## src/rtl/asteroid_sprite_if.sv

```systemverilog
// ============================================================================
// Module   : asteroid_sprite_if
// Brief    : Pixel-timing inputs and per-pixel/lifecycle outputs of the sprite.
// Revision : 1.0 - initial release
// ============================================================================
`default_nettype none

interface asteroid_sprite_if;
  logic       pix_en;
  logic [9:0] HCounter;
  logic [9:0] VCounter;
  logic       hit_in;
  logic       pixel_on;
  logic       destroyed;
  logic       ground_hit;
  logic       falling;

  modport master (
    output pix_en, HCounter, VCounter, hit_in,
    input  pixel_on, destroyed, ground_hit, falling
  );

  modport slave (
    input  pix_en, HCounter, VCounter, hit_in,
    output pixel_on, destroyed, ground_hit, falling
  );
endinterface

`default_nettype wire

```

## src/rtl/asteroid_sprite.sv

```systemverilog
// ============================================================================
// Module   : asteroid_sprite
// Brief    : One falling asteroid: spawn, fall, explode on hit/ground, respawn.
// Revision : 1.0 - initial release
// ============================================================================
`default_nettype none

module asteroid_sprite #(
  parameter int            SIZE           = 16,
  parameter int            SPEED          = 2,
  parameter int            H_MIN          = 144,
  parameter int            H_MAX          = 783,
  parameter int            V_MIN          = 36,
  parameter int            V_GROUND       = 480,
  parameter int            EXPLODE_FRAMES = 16,
  parameter int            RESPAWN_FRAMES = 4,
  parameter logic [9:0]    LFSR_SEED      = 10'h2A5
) (
  input  logic              clk,
  input  logic              reset,
  asteroid_sprite_if.slave  bus
);

  localparam logic [1:0] c_wait    = 2'd0;
  localparam logic [1:0] c_fall    = 2'd1;
  localparam logic [1:0] c_explode = 2'd2;

  localparam int         c_span     = H_MAX - H_MIN + 1 - SIZE;
  localparam logic [7:0] c_wait_end = 8'(RESPAWN_FRAMES - 1);
  localparam logic [7:0] c_exp_end  = 8'(EXPLODE_FRAMES - 1);

  logic [1:0] r_state;
  logic [7:0] r_wait_cnt;
  logic [7:0] r_exp_cnt;
  logic [9:0] r_x;
  logic [9:0] r_y;
  logic [9:0] r_lfsr;
  logic       r_hit_pending;
  logic       r_destroyed;
  logic       r_ground_hit;
  logic       r_falling;

  logic       w_frame_tick;
  logic [9:0] w_off;
  logic [9:0] w_spawn_x;
  logic [9:0] w_y_next;
  logic       w_ground;
  logic       w_in_box;

  assign w_frame_tick = bus.pix_en && (bus.HCounter == 10'd799) && (bus.VCounter == 10'd524);

  // Folding offsets past the visible span back by 512 keeps the whole box on screen.
  assign w_off     = (r_lfsr > 10'(c_span)) ? (r_lfsr - 10'd512) : r_lfsr;
  assign w_spawn_x = 10'(H_MIN) + w_off;

  assign w_y_next = r_y + 10'(SPEED);
  assign w_ground = (w_y_next + 10'(SIZE)) >= 10'(V_GROUND);

  assign w_in_box = (bus.HCounter >= r_x) && (bus.HCounter < (r_x + 10'(SIZE))) &&
                    (bus.VCounter >= r_y) && (bus.VCounter < (r_y + 10'(SIZE)));

  always_comb begin
    bus.pixel_on = 1'b0;
    case (r_state)
      c_fall:    bus.pixel_on = w_in_box;
      c_explode: bus.pixel_on = w_in_box && !r_exp_cnt[1];
      default:   bus.pixel_on = 1'b0;
    endcase
  end

  assign bus.destroyed  = r_destroyed;
  assign bus.ground_hit = r_ground_hit;
  assign bus.falling    = r_falling;

  always_ff @(posedge clk or posedge reset) begin
    if (reset) begin
      r_state       <= c_wait;
      r_wait_cnt    <= 8'd0;
      r_exp_cnt     <= 8'd0;
      r_x           <= 10'(H_MIN);
      r_y           <= 10'(V_MIN);
      r_lfsr        <= LFSR_SEED;
      r_hit_pending <= 1'b0;
      r_destroyed   <= 1'b0;
      r_ground_hit  <= 1'b0;
      r_falling     <= 1'b0;
    end else begin
      r_destroyed  <= 1'b0;
      r_ground_hit <= 1'b0;

      if (w_frame_tick) begin
        r_lfsr <= {r_lfsr[8:0], r_lfsr[9] ^ r_lfsr[6]};
      end

      case (r_state)
        c_wait: begin
          if (w_frame_tick) begin
            if (r_wait_cnt == c_wait_end) begin
              r_x           <= w_spawn_x;
              r_y           <= 10'(V_MIN);
              r_wait_cnt    <= 8'd0;
              r_hit_pending <= 1'b0;
              r_state       <= c_fall;
              r_falling     <= 1'b1;
            end else begin
              r_wait_cnt <= r_wait_cnt + 8'd1;
            end
          end
        end

        c_fall: begin
          if (w_frame_tick) begin
            // A latched shot takes priority over ground contact on the same frame.
            if (r_hit_pending) begin
              r_destroyed   <= 1'b1;
              r_exp_cnt     <= 8'd0;
              r_hit_pending <= 1'b0;
              r_state       <= c_explode;
              r_falling     <= 1'b0;
            end else begin
              r_y           <= w_y_next;
              r_hit_pending <= bus.hit_in;
              if (w_ground) begin
                r_ground_hit <= 1'b1;
                r_exp_cnt    <= 8'd0;
                r_state      <= c_explode;
                r_falling    <= 1'b0;
              end
            end
          end else if (bus.hit_in) begin
            r_hit_pending <= 1'b1;
          end
        end

        c_explode: begin
          if (w_frame_tick) begin
            if (r_exp_cnt == c_exp_end) begin
              r_exp_cnt <= 8'd0;
              r_state   <= c_wait;
            end else begin
              r_exp_cnt <= r_exp_cnt + 8'd1;
            end
          end
        end

        default: begin
          r_state   <= c_wait;
          r_falling <= 1'b0;
        end
      endcase
    end
  end

endmodule

`default_nettype wire

```

## src/flat_wrapper.sv

```systemverilog
// flat-port wrapper written by rule: the top's interface ports become plain ports
module asteroid_sprite_flat 
#(
  parameter int            SIZE           = 16,
  parameter int            SPEED          = 2,
  parameter int            H_MIN          = 144,
  parameter int            H_MAX          = 783,
  parameter int            V_MIN          = 36,
  parameter int            V_GROUND       = 480,
  parameter int            EXPLODE_FRAMES = 16,
  parameter int            RESPAWN_FRAMES = 4,
  parameter logic [9:0]    LFSR_SEED      = 10'h2A5
)
  (clk, reset, bus_pix_en, bus_HCounter, bus_VCounter, bus_hit_in, bus_pixel_on, bus_destroyed, bus_ground_hit, bus_falling);
  asteroid_sprite_if bus_i ();
  input  logic clk;
  input  logic reset;
  input wire logic [$bits(bus_i.pix_en)-1:0] bus_pix_en;
  input wire logic [$bits(bus_i.HCounter)-1:0] bus_HCounter;
  input wire logic [$bits(bus_i.VCounter)-1:0] bus_VCounter;
  input wire logic [$bits(bus_i.hit_in)-1:0] bus_hit_in;
  output wire logic [$bits(bus_i.pixel_on)-1:0] bus_pixel_on;
  output wire logic [$bits(bus_i.destroyed)-1:0] bus_destroyed;
  output wire logic [$bits(bus_i.ground_hit)-1:0] bus_ground_hit;
  output wire logic [$bits(bus_i.falling)-1:0] bus_falling;
  assign bus_i.pix_en = bus_pix_en;
  assign bus_i.HCounter = bus_HCounter;
  assign bus_i.VCounter = bus_VCounter;
  assign bus_i.hit_in = bus_hit_in;
  assign bus_pixel_on = bus_i.pixel_on;
  assign bus_destroyed = bus_i.destroyed;
  assign bus_ground_hit = bus_i.ground_hit;
  assign bus_falling = bus_i.falling;
  asteroid_sprite #(.SIZE(SIZE), .SPEED(SPEED), .H_MIN(H_MIN), .H_MAX(H_MAX), .V_MIN(V_MIN), .V_GROUND(V_GROUND), .EXPLODE_FRAMES(EXPLODE_FRAMES), .RESPAWN_FRAMES(RESPAWN_FRAMES), .LFSR_SEED(LFSR_SEED)) u_core (.clk(clk), .reset(reset), .bus(bus_i));
endmodule
```

## config.mk

```make
export PLATFORM = sky130hd
export DESIGN_NAME = asteroid_sprite_flat
export DESIGN_NICKNAME = d
export VERILOG_FILES = /design/src/rtl/asteroid_sprite_if.sv /design/src/rtl/asteroid_sprite.sv /design/src/flat_wrapper.sv
export SDC_FILE = /design/constraint.sdc
export NUM_CORES = 1
export LEC_CHECK = 0
export BUFFER_PORTS_ARGS = -buffer_cell sky130_fd_sc_hd__buf_4
export CAP_MARGIN = 20
export CORE_UTILIZATION = 25
export CTS_CLUSTER_DIAMETER = 100
export DETAILED_ROUTE_END_ITERATION = 6
export HOLD_SLACK_MARGIN = 0.05
export SYNTH_ARGS = -nofsm -noshare
export SYNTH_HDL_FRONTEND = slang
export SYNTH_SLANG_ARGS = --single-unit
```

## constraint.sdc

```tcl
create_clock -name clk -period 6.37 [get_ports clk]
set_input_delay 0.3185 -clock clk [delete_from_list [all_inputs] [get_ports clk]]
set_output_delay 0.3185 -clock clk [all_outputs]
set_load 0.01 [all_outputs]
```

# Word-level counts from Yosys, hierarchy flattened
# Index checks and enable logic that the tools add are counted.
[op_classes] reduce_logical=17 eq_ne=14 n_addsub=8 n_mux=41 order_cmp=6 bitwise=2
[ops] op="10-bit two-way mux" count=5
[ops] op="8-bit two-way mux" count=6
[ops] op="10-bit by 5-bit adder with 10-bit output (second input constant)" count=3
[ops] op="10-bit == test (second input constant)" count=2
[ops] op="10-bit greater-or-equal comparator" count=2
[ops] op="10-bit < comparator" count=2
[ops] op="10-bit one-hot mux with 2 select lines" count=1
[ops] op="1-bit two-way mux" count=17
[ops] op="8-bit by 1-bit adder with 8-bit output (second input constant)" count=2
[ops] op="8-bit one-hot mux with 2 select lines" count=1
[ops] op="2-bit two-way mux" count=7
[ops] op="10-bit by 2-bit adder with 10-bit output (second input constant)" count=1
[ops] op="8-bit by 10-bit adder with 10-bit output (first input constant)" count=1
[ops] op="10-bit by 9-bit greater-or-equal comparator with 1-bit output (second input constant)" count=1
[ops] op="10-bit > comparator (second input constant)" count=1
[ops] op="2-bit by 1-bit inequality test with 1-bit output (second input constant)" count=5
[ops] op="5-bit AND reduction" count=2
[ops] op="10-bit subtractor (second input constant)" count=1
[ops] op="8-bit by 2-bit == test with 1-bit output (second input constant)" count=1
[ops] op="8-bit by 4-bit == test with 1-bit output (second input constant)" count=1
[ops] op="4-bit AND reduction" count=2
[ops] op="1-bit logical AND" count=6
[ops] op="2-bit one-hot mux with 3 select lines" count=1
[ops] op="6-bit AND reduction" count=1
[ops] op="other kinds (14)" count=16
[totals] input_bits=24 elab_cells=98 register_bits=52

# Longest topological paths before layout
# Gate-level depths: netlist of run 1.
[depth] word_depth=7 ltp_mapped=12

# Worst setup path after synthesis of run 1
# Ideal clock, no wire load.
[synth_path] path_type="register to register" start="reg u_core.r_y[2]" end="reg u_core.r_exp_cnt[5]" path_slack_ns=3.745 t_arrival_ns=2.501 stages_incl_launch_ff=13 required_ns=6.246 synth_period_minus_slack_ns=2.625 setup_ns=0.124 n_path_buf=2 path_cell_list="dfstp_2 -> ha_1 -> buf_2 -> nand3_1 -> xnor2_1 -> inv_1 -> ha_1 -> a41oi_1 -> nor2_1 -> a311oi_4 -> buf_6 -> nor4b_1 -> a211o_1"
[synth_via] elab_chain_cells=5
[synth_rtl] element="start, declared" line="asteroid_sprite.sv:36" source="logic [9:0] r_y;"
[synth_rtl] element="start signal, assigned" line="asteroid_sprite.sv:81" source="r_y <= 10'(V_MIN);"
[synth_rtl] element="start signal, assigned" line="asteroid_sprite.sv:100" source="r_y <= 10'(V_MIN);"
[synth_rtl] element="start signal, assigned" line="asteroid_sprite.sv:121" source="r_y <= w_y_next;"
[synth_rtl] element="10-bit by 2-bit adder with 10-bit output" line="asteroid_sprite.sv:56" source="assign w_y_next = r_y + 10'(SPEED);"
[synth_rtl] element="10-bit by 5-bit adder with 10-bit output" line="asteroid_sprite.sv:57" source="assign w_ground = (w_y_next + 10'(SIZE)) >= 10'(V_GROUND);"
[synth_rtl] element="10-bit by 9-bit greater-or-equal comparator with 1-bit output" line="asteroid_sprite.sv:57"
[synth_rtl] element="3-bit by 1-bit inequality test with 1-bit output (no line)"
[synth_rtl] element="4-bit AND reduction (no line)"
[synth_rtl] element="end signal, assigned" line="asteroid_sprite.sv:141" source="r_exp_cnt <= r_exp_cnt + 8'd1;"
[synth_rtl] element="end, declared" line="asteroid_sprite.sv:34" source="logic [7:0] r_exp_cnt;"
# No other way between the ends.
# A chain may end at the register's enable or synchronous reset.

# Worst setup path after layout of run 1
[layout_path] start="reg u_core.r_y[2]" end="reg u_core.r_exp_cnt[2]"
# Same word-level chain as after synthesis.

==> results.md, run 1 <==
- Ys flop type: dfrtp_1
- Synthesized area: 3638 um2
- Final Skew: 0.006037 ns
- Global-route wire length before repair: 13,590 um
- Critical path's slowest cell: a311oi_4
- Simple-Gate Fraction of Synth Area: between 10% and 20%
- CTS sink cnt: 51
- Number of synthesized register bits: 51
- Top cell type's share of synthesized area: 28.89%
- H-tree depth: 2
- Share of post-route cells with drive strength above 1: 15.87%
- Worst-path cell chain: ha_1, nand3_1, xnor2_1, inv_1, ha_1, a41oi_1, nor2_1, a311oi_4, o21bai_4, a221o_1
- Setup Viol. Count Final: 0
- Routed wire length: 7910 um
- Core Area: 14,040 um2
- Syn avg cell area: 9.306 um2
- Crit path kind: reg -> reg
- Switch Pwr: 144.8 uW
- GP Congestion: 0.8320
- RSZ-0062 raised after global routing: no
- Die area: 15,040 um2
- N_diodes: 0
- Die height: 122.6 um
- Clock Tree Buf Depth: 2
- Post-route ant nets: 0
- Synth area leader: dfrtp_1
- Pleak: ~1.9 nW
- Clock power share: between 40% and 50%
- Cts repair resizes: 0
- Worst-path clk slew: 0.07 ns
- TritonCTS Buffers: 5
- Dpl hpwl: roughly 5900 um
- Hold Crit Class: in -> async
- Initial antenna violation count: 0
- Peak VDD IR: 93.08 uV
- # DRC: 0
- Buf/Inv on CP: 1
- Switching fraction of total power: 20.29%
- Die Wd: ~120 um
- Post-synthesis xor/xnor area fraction: 6.224%
- Routed len/inst: around 13 um
- Worst skew pair latency: about 0.30 ns
- R2R depth: 10
- Adder-cell share of the synthesized area: around 14%
- Num rows: 43
- Endpoints failing hold: 0
- Via density per instance: between 4 and 5
- DR iter-0 viols: 114
- IO Pins: 28
- Final min period: between 3 and 4 ns
- Slew headroom: 32.02%
- Final layout net count: 481
- Cell count after placement: 588
- Post-Synthesis Cells: 391
- WP depth: 10
- Cell variety after synth: 64
- Status: completed
- Max Cap Viol: 0
- Pin count of the biggest net entering global routing: 52
- Worst path arrival time: 3.38 ns
- P per Cell Area: between 150 and 200 nW/um2
- Pwr Total: 713.5 uW
- Asr flop ratio synth: 100.0%
- Layout Cells excl Fill: 596
- Max stage delay on crit path: between 0.6 and 0.7 ns
- # hold bufs at CTS: 0
- Largest family of logic cells by synthesized area: simple AND/OR/NAND/NOR gates
- Slew @ Worst Pin: between 1 and 1.5 ns
- CP required: 6.60 ns
- Pre-antenna DRT Iters: 4
- Post-synth EDFFs: 0
- CTS tree: yes
- Final period utilization: 49.39%
- Setup TNS: 0 ns
- Post-synthesis mux area share: 3.439%
- Max Slew Vio Count: 0
- Postcts setup bufs: 0
- Vias in the first global route: 2,853
- CP Launch Type: flip-flop
- FMAX: approximately 320 MHz
- Synth Area in Compound Gates: 15.85%
- Effective utilization at floorplan: between 20 and 30%
- Overall Global Routing Usage: a little under an eighth
- Fraction of power consumed by sequential logic: 45.4%
- Worst-path fanout max: 14
- Worst Setup End Kind: flip-flop
- Routed vias: 2,883
- Root Driver: clkbuf_16
- Largest cells by area after synthesis: dfrtp_1, ha_1, dfstp_2
- Cell-internal power: 568.8 uW
- Synth warn: 0
- Area Overhead vs Synth: 15.65%
- Net count after synthesis: 457
- Register area share after synthesis: between 30% and 40%
- Worst hold slack: approximately 0.20 ns
- Worst path top cell family by delay: compound AO/OA/AOI/OAI gates
- CP most frequent cell: ha_1
- Gr ovfl total: 0
- IO Port Bufs: 27
- Combinational share of power: 6.0%
layer usage:
layer  track usage [%]  vias up  share of wire, %
li1                  -     1448                 -
met1             15.06     1386                48
met2             18.89       41                48
met3             1.952        8               2.7
met4             3.430        0               1.2
met5                 0        -                 0
flip-flops by register name, summed over array words and instances (netlist names), 2 cells and up:
| name | flops |
|---|---|
| u_core.r_lfsr | 10 |
| u_core.r_x | 10 |
| u_core.r_wait_cnt | 8 |
| u_core.r_exp_cnt | 8 |
| u_core.r_y | 9 |
| u_core.r_state | 2 |
Yosys cell counts, types with 3 or more instances:
| cell | number |
|---|---|
| dfrtp_1 | 42 |
| ha_1 | 42 |
| nand2_1 | 39 |
| inv_1 | 29 |
| o21ai_0 | 25 |
| nand3_1 | 22 |
| nor2_1 | 21 |
| xnor2_1 | 20 |
| a21oi_1 | 15 |
| dfstp_2 | 9 |
| clkbuf_1 | 8 |
| mux2_2 | 8 |
| nand4_1 | 8 |
| nor2b_1 | 7 |
| nor3_1 | 6 |
| a211o_1 | 4 |
| and3_1 | 4 |
| nor4_1 | 4 |
| o21a_1 | 4 |
| o21ai_1 | 4 |
| xor2_1 | 4 |
| a21o_1 | 3 |
| buf_6 | 3 |
| nand2b_1 | 3 |
| nor4b_1 | 3 |
| o2111ai_1 | 3 |
| o211ai_1 | 3 |
| o31ai_1 | 3 |
stage by stage:
| step | area (um2) | util (%) | setup WS [ns] |
|---|---|---|---|
| 3_3_place_gp | 4015 | 28.59 | 3.383 |
| 6_report | 4208 | 29.97 | 3.224 |
| 5_1_grt | 4208 | 29.97 | 2.943 |
| 3_5_place_dp | 4015 | 28.59 | 3.251 |
| 2_1_floorplan | 3638 | - | 3.745 |
| 4_1_cts | 4208 | 29.97 | 3.225 |
power by group through the flow:
stage	Sequential (mW)	Clock, mW	Combinational, mW
2_1_floorplan	0.330	0	0.0204
3_3_place_gp	0.330	0	0.0417
3_5_place_dp	0.330	0	0.0428
4_1_cts	0.324	0.355	0.0433
5_1_grt	0.324	0.367	0.0486
6_report	0.324	0.347	0.0425
cell families after synthesis:
logic type | Yosys count
AO/OA/AOI/OAI | 84
XOR/XNOR | 25
adder cells (fa/ha/maj) | 42
buffers and inverters | 43
flip-flops | 51
multiplexers | 11
AND/OR/NAND/NOR | 135
cells in the final DEF, fill, tap and decap left out, drive strengths merged, types with 9 or more instances in the layout:
cell,count
nand3,22
o21ai,30
ha,42
inv,30
dfstp,9
xnor2,21
mux2,9
nor2,21
nand2,40
dfrtp,42
buf,30
a21oi,15
cell type report:
type | instances | area [um2]
Tap cell | 180 | 225.2
Clock buffer | 5 | 125.1
Timing Repair Buffer | 30 | 225.2
Inverter | 30 | 112.6
Clock inverter | 3 | 67.56
Fill cell | 1455 | 9834
Sequential cell | 51 | 1287
Multi-Input combinational cell | 297 | 2165
final timing paths:
check	end	startpoint	slack, ns
min	u_core.r_wait_cnt[5]$_DFFE_PP0P_	reset	0.20
max	u_core.r_exp_cnt[2]$_DFFE_PP0P_	u_core.r_y[2]$_DFFE_PP1P_	3.22
min reg2reg	u_core.r_wait_cnt[7]$_DFFE_PP0P_	u_core.r_wait_cnt[7]$_DFFE_PP0P_	0.48
min in group clk	u_core.r_hit_pending$_DFFE_PP0P_	bus_hit_in	0.29
max reg2reg	u_core.r_exp_cnt[2]$_DFFE_PP0P_	u_core.r_y[2]$_DFFE_PP1P_	3.22
max in group asynchronous	u_core.r_x[5]$_DFFE_PP0P_	reset	5.72
worst register-to-register path, delay by kind of cell (launching register included):
kind	cells	cell delay, ns
buf+inv	1	0.08
flops	1	0.56
fa+ha+maj	2	0.60
simple gates	2	0.26
xor+xnor	1	0.26
compound gates	4	1.33
No activity file was read; power rests on OpenSTA's default activity.
==> inputs of run 2 (changes only) <==
==> constraint.sdc (replaced) <==
create_clock -name clk -period 2.8 [get_ports clk]
set_input_delay 0.14 -clock clk [delete_from_list [all_inputs] [get_ports clk]]
set_output_delay 0.14 -clock clk [all_outputs]
set_load 0.01 [all_outputs]
==> results.md, run 2 (same netlist as run 1, synthesis figures left out) <==
- Status: completed
- CP required: 3.02 ns
- Most frequent cells in the layout: buf_4, dfrtp_1, ha_1
- Slew headroom: about half
- FMAX: ~380 MHz
- IO Port Bufs: 27
- Endpoints failing hold: 0
- Effective utilization at floorplan: 25.91%
- Final Skew: 0.009141 ns
- Post-route ant nets: 0
- Core Area: 14,040 um2
- Clock Tree Buf Depth: 2
- Area Overhead vs Synth: 19.70%
- Area post-placement: 4098 um2
- # DRC: 0
- H-tree depth: 2
- Worst path arrival time: 2.89 ns
- Die height: 122.6 um
- Worst-path cell chain: and3_1, nand2_4, xnor2_2, nand4b_1, mux2i_2, a311oi_4, buf_4, or4b_1, nand3_1
- Max stage delay on crit path: 0.57 ns
- Crit path kind: reg -> reg
- Die area: 15,040 um2
- Worst skew pair latency: ~0.29 ns
- IO Pins: 28
- Peak VDD IR: 303.5 uV
- Slew @ Worst Pin: 0.7626 ns
- Cell area after layout: approximately 4400 um2
- Overall Global Routing Usage: 11.32%
- Worst hold slack: 0.1133 ns
- Final layout net count: 496
- Vias in the first global route: 2,804
- Routed len/inst: 13.18 um
- Area of the multi-input gates: 2240 um2
- Setup TNS: 0 ns
- Pin count of the biggest net entering global routing: 32
- Setup Viol. Count Final: 0
- Fin util: 31.02%
- Worst-path clk slew: ~0.070 ns
- N_diodes: 0
- Hold Crit Class: in -> reg
- Gr ovfl total: 0
- CP Launch Type: flip-flop
- Final period utilization: 95.17%
- Max Cap Viol: 0
- Die Wd: 122.6 um
- Registers with the most flip-flops: u_core.r_lfsr x10, u_core.r_x x10, u_core.r_y x9
- Share of post-route cells with drive strength above 1: 20.65%
- TritonCTS Buffers: 5
- CTS tree: yes
- Pleak: 1.968 nW
- Via density per instance: 4.776
- Routed vias: 2,918
- Worst-path fanout max: 6
- Num rows: 43
- Dpl hpwl: ~6000 um
- Fillers: 1,431
- Routed wire length: 8050 um
- RSZ-0062 raised after global routing: no
- Initial antenna violation count: 0
- GP Congestion: slightly above 0.8
- Most common cell after layout, fill and taps aside: buf_4
- Root Driver: clkbuf_16
- Global-route wire length before repair: 13,710 um
- Max Slew Vio Count: 0
- Worst Setup End Kind: flip-flop
- CTS sink cnt: 51
- Seq. cell area: 1289 um2
- Pre-antenna DRT Iters: 4
- Critical path's slowest cell: dfstp_2
- Final min period: between 2 and 3 ns
- P per Cell Area: ~330 nW/um2
- DR iter-0 viols: 167
==> run 2: cell count changes in the layout (fill, tap and decap cells not counted), moves of 2 or more <==
cell and change:
buf_4 +13, ha_1 -2, bufinv_16 -2, nor3_2 +2, nor3_1 -2, xnor2_2 +2, xnor2_1 -2
==> run 2: area by class of cell <==
| class | instances | share of cell area [%] |
|---|---|---|
| clock buffer | 5 | 2.873 |
| clock inverter | 3 | 0.4596 |
| inverter | 30 | 2.585 |
| multi-input combinational | 297 | 51.42 |
| sequential | 51 | 29.59 |
| tap | 180 | 5.171 |
| timing repair buffer | 45 | 7.900 |
==> run 2: layer usage <==
layer,GRT usage [%],vias up,wire length (um)
li1,-,1475,-
met1,15.97,1400,4037
met2,18.29,41,3752
met3,1.952,2,223
met4,1.753,0,37
met5,0,-,0
==> run 2: per-stage QoR <==
step,setup WS (ns),std cells,power [mW]
finish,0.1354,611,1.438
global route,0.0003850,611,1.502
CTS,0.07136,608,1.454
detailed placement,0.09613,599,0.8475
global placement,0.1865,599,0.8451
floorplan,0.1754,391,0.7971
==> run 2: final timing paths <==
check                      slack (ns)                                to                      start  cells after the start
setup / recovery                 0.14    u_core.bus.falling$_DFFE_PP0P_  u_core.r_y[2]$_DFFE_PP1P_                      9
hold / removal                   0.11  u_core.r_hit_pending$_DFFE_PP0P_                 bus_hit_in                      2
setup reg to reg                 0.14    u_core.bus.falling$_DFFE_PP0P_  u_core.r_y[2]$_DFFE_PP1P_                      9
hold reg to reg                  0.47         u_core.r_x[7]$_DFFE_PP1P_  u_core.r_x[7]$_DFFE_PP1P_                      2
max in group asynchronous        1.55         u_core.r_x[4]$_DFFE_PP1P_                      reset                      4
min in group asynchronous        0.44     u_core.r_state[1]$_DFFE_PP0P_                      reset                      3
==> run 2: power breakdown <==
part / leakage, nW / switching, mW / total, mW / internal (mW)
Combinational: 1.26 / 0.0523 / 0.0979 / 0.0457
Sequential: 0.647 / 0.00000222 / 0.737 / 0.737
Clock: 0.0658 / 0.273 / 0.603 / 0.330
Total: 1.97 / 0.325 / 1.44 / 1.11
==> run 2: timing repair <==
item | CTS | global route
hold buffers | 1 | 0
hold endpoints to repair | 19 | 0
gates resized for setup | 0 | 14
setup endpoints to repair | 0 | 10
setup buffers | 0 | 3
==> run 2: critical path: cells and delay by family (launching register included) <==
family                    cells  cell delay (ns)
AOI/OAI and AO/OA             1             0.09
xor gates and xnor gates      1             0.25
buffers and inverters         1             0.18
DFF                           1             0.57
muxes                         1             0.29
and+or+nand+nor               5             1.22
==> inputs of run 3 (changes only) <==
--- a/config.mk
+++ b/config.mk
@@ -5,11 +5,11 @@
 export SDC_FILE = /design/constraint.sdc
 export NUM_CORES = 1
 export LEC_CHECK = 0
-export BUFFER_PORTS_ARGS = -buffer_cell sky130_fd_sc_hd__buf_4
 export CAP_MARGIN = 20
 export CORE_UTILIZATION = 25
 export CTS_CLUSTER_DIAMETER = 100
 export DETAILED_ROUTE_END_ITERATION = 6
+export DONT_BUFFER_PORTS = 1
 export HOLD_SLACK_MARGIN = 0.05
 export SYNTH_ARGS = -nofsm -noshare
 export SYNTH_HDL_FRONTEND = slang
==> results.md, run 3 (same netlist as run 1, synthesis figures left out) <==
- Status: completed
- IO Port Bufs: 0
- RSZ-0062 raised after global routing: no
- CTS sink cnt: 51
- Routed wire length: 7924 um
- Endpoints failing hold: 0
- IO Pins: 28
- Crit Reg-Reg Startpoint: u_core.r_y[2]$_DFFE_PP1P_
- Pin count of the biggest net entering global routing: ~50
- GP Congestion: approximately 0.84
- TritonCTS Buffers: 5
- Slew @ Worst Pin: between 0.7 and 0.8 ns
- Pre-antenna DRT Iters: 4
- Seq. cell area: 1289 um2
- Worst-path clk slew: 0.07 ns
- CTS tree: yes
- Area Overhead vs Synth: 13.34%
- Max Slew Vio Count: 0
- Routed vias: 2,820
- Overall Global Routing Usage: between 10% and 20%
- Effective utilization at floorplan: 25.91%
- Routed len/inst: between 10 and 15 um
- Die height: 122.6 um
- Peak VDD IR: 222.4 uV
- Fillers: approximately 1,500
- Worst path top cell family by delay: compound AO/OA/AOI/OAI gates
- Critical path's slowest cell: dfstp_2
- Registers with the most flip-flops: u_core.r_lfsr x10, u_core.r_x x10, u_core.r_y x9
- Worst-path fanout max: 9
- CP required: 2.97 ns
- Worst setup startpoint: u_core.r_y[2]$_DFFE_PP1P_
- FMAX: 382.0 MHz
- Hold Crit Class: in -> async
- Die area: approximately 15,000 um2
- Worst-path cell chain: ha_4, nand2_1, mux2_4, o21ai_2, nand4b_1, mux2i_2, a311oi_4, buf_6, nor4bb_1, a221o_1
- N_diodes: 0
- Core Area: 14,040 um2
- Setup TNS: 0 ns
- Slew headroom: between 50% and 60%
- Max Cap Viol: 0
- Gr ovfl total: 0
- Share of post-route cells with drive strength above 1: roughly 14%
- Num rows: 43
- Area of the multi-input gates: 2211 um2
- CP Launch Type: flip-flop
- Most frequent cells in the layout: ha_1, dfrtp_1, nand2_1
- Clock Tree Buf Depth: 2
- Via density per instance: 4.837
- Crit path kind: reg -> reg
- Post-route ant nets: 0
- Initial antenna violation count: 0
- Fin util: ~30%
- Cell count after placement: 570
- Worst path arrival time: 2.79 ns
- H-tree depth: 2
- Pwr Total: between 1 and 1.5 mW
- P per Cell Area: 339.2 nW/um2
- Root Driver: clkbuf_16
- Buf/Inv on CP: 1
- Layout Cells excl Fill: 583
- Final layout net count: approximately 470
- Global-route wire length before repair: 13,870 um
- Final min period: 2.618 ns
- Setup Viol. Count Final: 0
- Dpl hpwl: about 6000 um
- Worst skew pair latency: just under 0.3 ns
- Final Skew: 0.01086 ns
- Vias in the first global route: 2,839
- Pleak: 1.825 nW
- Worst Setup End Kind: flip-flop
- Die Wd: 122.6 um
- Final period utilization: 93.50%
- DR iter-0 viols: 144
- Max stage delay on crit path: between 0.5 and 0.6 ns
- # DRC: 0
## run 3: changes by cell type in the layout (fill, tap and decap cells not counted), sizes merged
cell         delta
clkinvlp        -2
clkbuf          +2
buf            -29
dlygate4sd3     +1
## run 3: worst paths after layout
path / slack [ns] / endpoint / cells past startpoint
setup / recovery: 0.18 / u_core.r_exp_cnt[2]$_DFFE_PP0P_ / 10
hold / removal: 0.38 / u_core.r_lfsr[8]$_DFFE_PP0P_ / 2
setup reg to reg: 0.18 / u_core.r_exp_cnt[2]$_DFFE_PP0P_ / 10
hold reg to reg: 0.48 / u_core.r_wait_cnt[7]$_DFFE_PP0P_ / 1
max in group asynchronous: 1.81 / u_core.r_lfsr[7]$_DFFE_PP1P_ / 3
min in group clk: 0.41 / u_core.bus.ground_hit$_DFF_PP0_ / 5
## run 3: stage by stage
stage          hold slack, ns  cell area (um2)  setup slack [ns]
3_3_place_gp           0.3084             3880            0.1408
4_1_cts               0.05692             4028           0.06642
3_5_place_dp           0.3254             3880           0.07801
2_1_floorplan          0.3015             3638            0.1754
5_1_grt                0.4239             4124          0.006654
6_report               0.3841             4124            0.1820
## run 3: timing repair
action | CTS | global route
buffers inserted | 0 | 2
endpoints found under the setup margin | 0 | 10
resized for setup | 0 | 11
endpoints found under the hold margin | 1 | 18
hold buffers | 1 | 1
## run 3: power breakdown
group	switching (mW)	internal (mW)
clock	0.262	0.331
combinational	0.0399	0.0290
sequential	0.00000207	0.737
total	0.302	1.10
## run 3: cell type report
class / instances / area share (%)
multi-input cells: 297 / 53.61
clock buffers: 7 / 3.216
clock inverters: 1 / 0.1214
repair buffers: 17 / 3.610
flip-flops and latches: 51 / 31.25
well taps: 180 / 5.461
inverters: 30 / 2.731
## run 3: layer usage
metal	vias to the layer above	global-route usage [%]	routed length, um
li1	1427	-	-
met1	1354	16.03	3899
met2	35	19.03	3688
met3	4	2.045	276
met4	0	2.515	60
met5	-	0	0
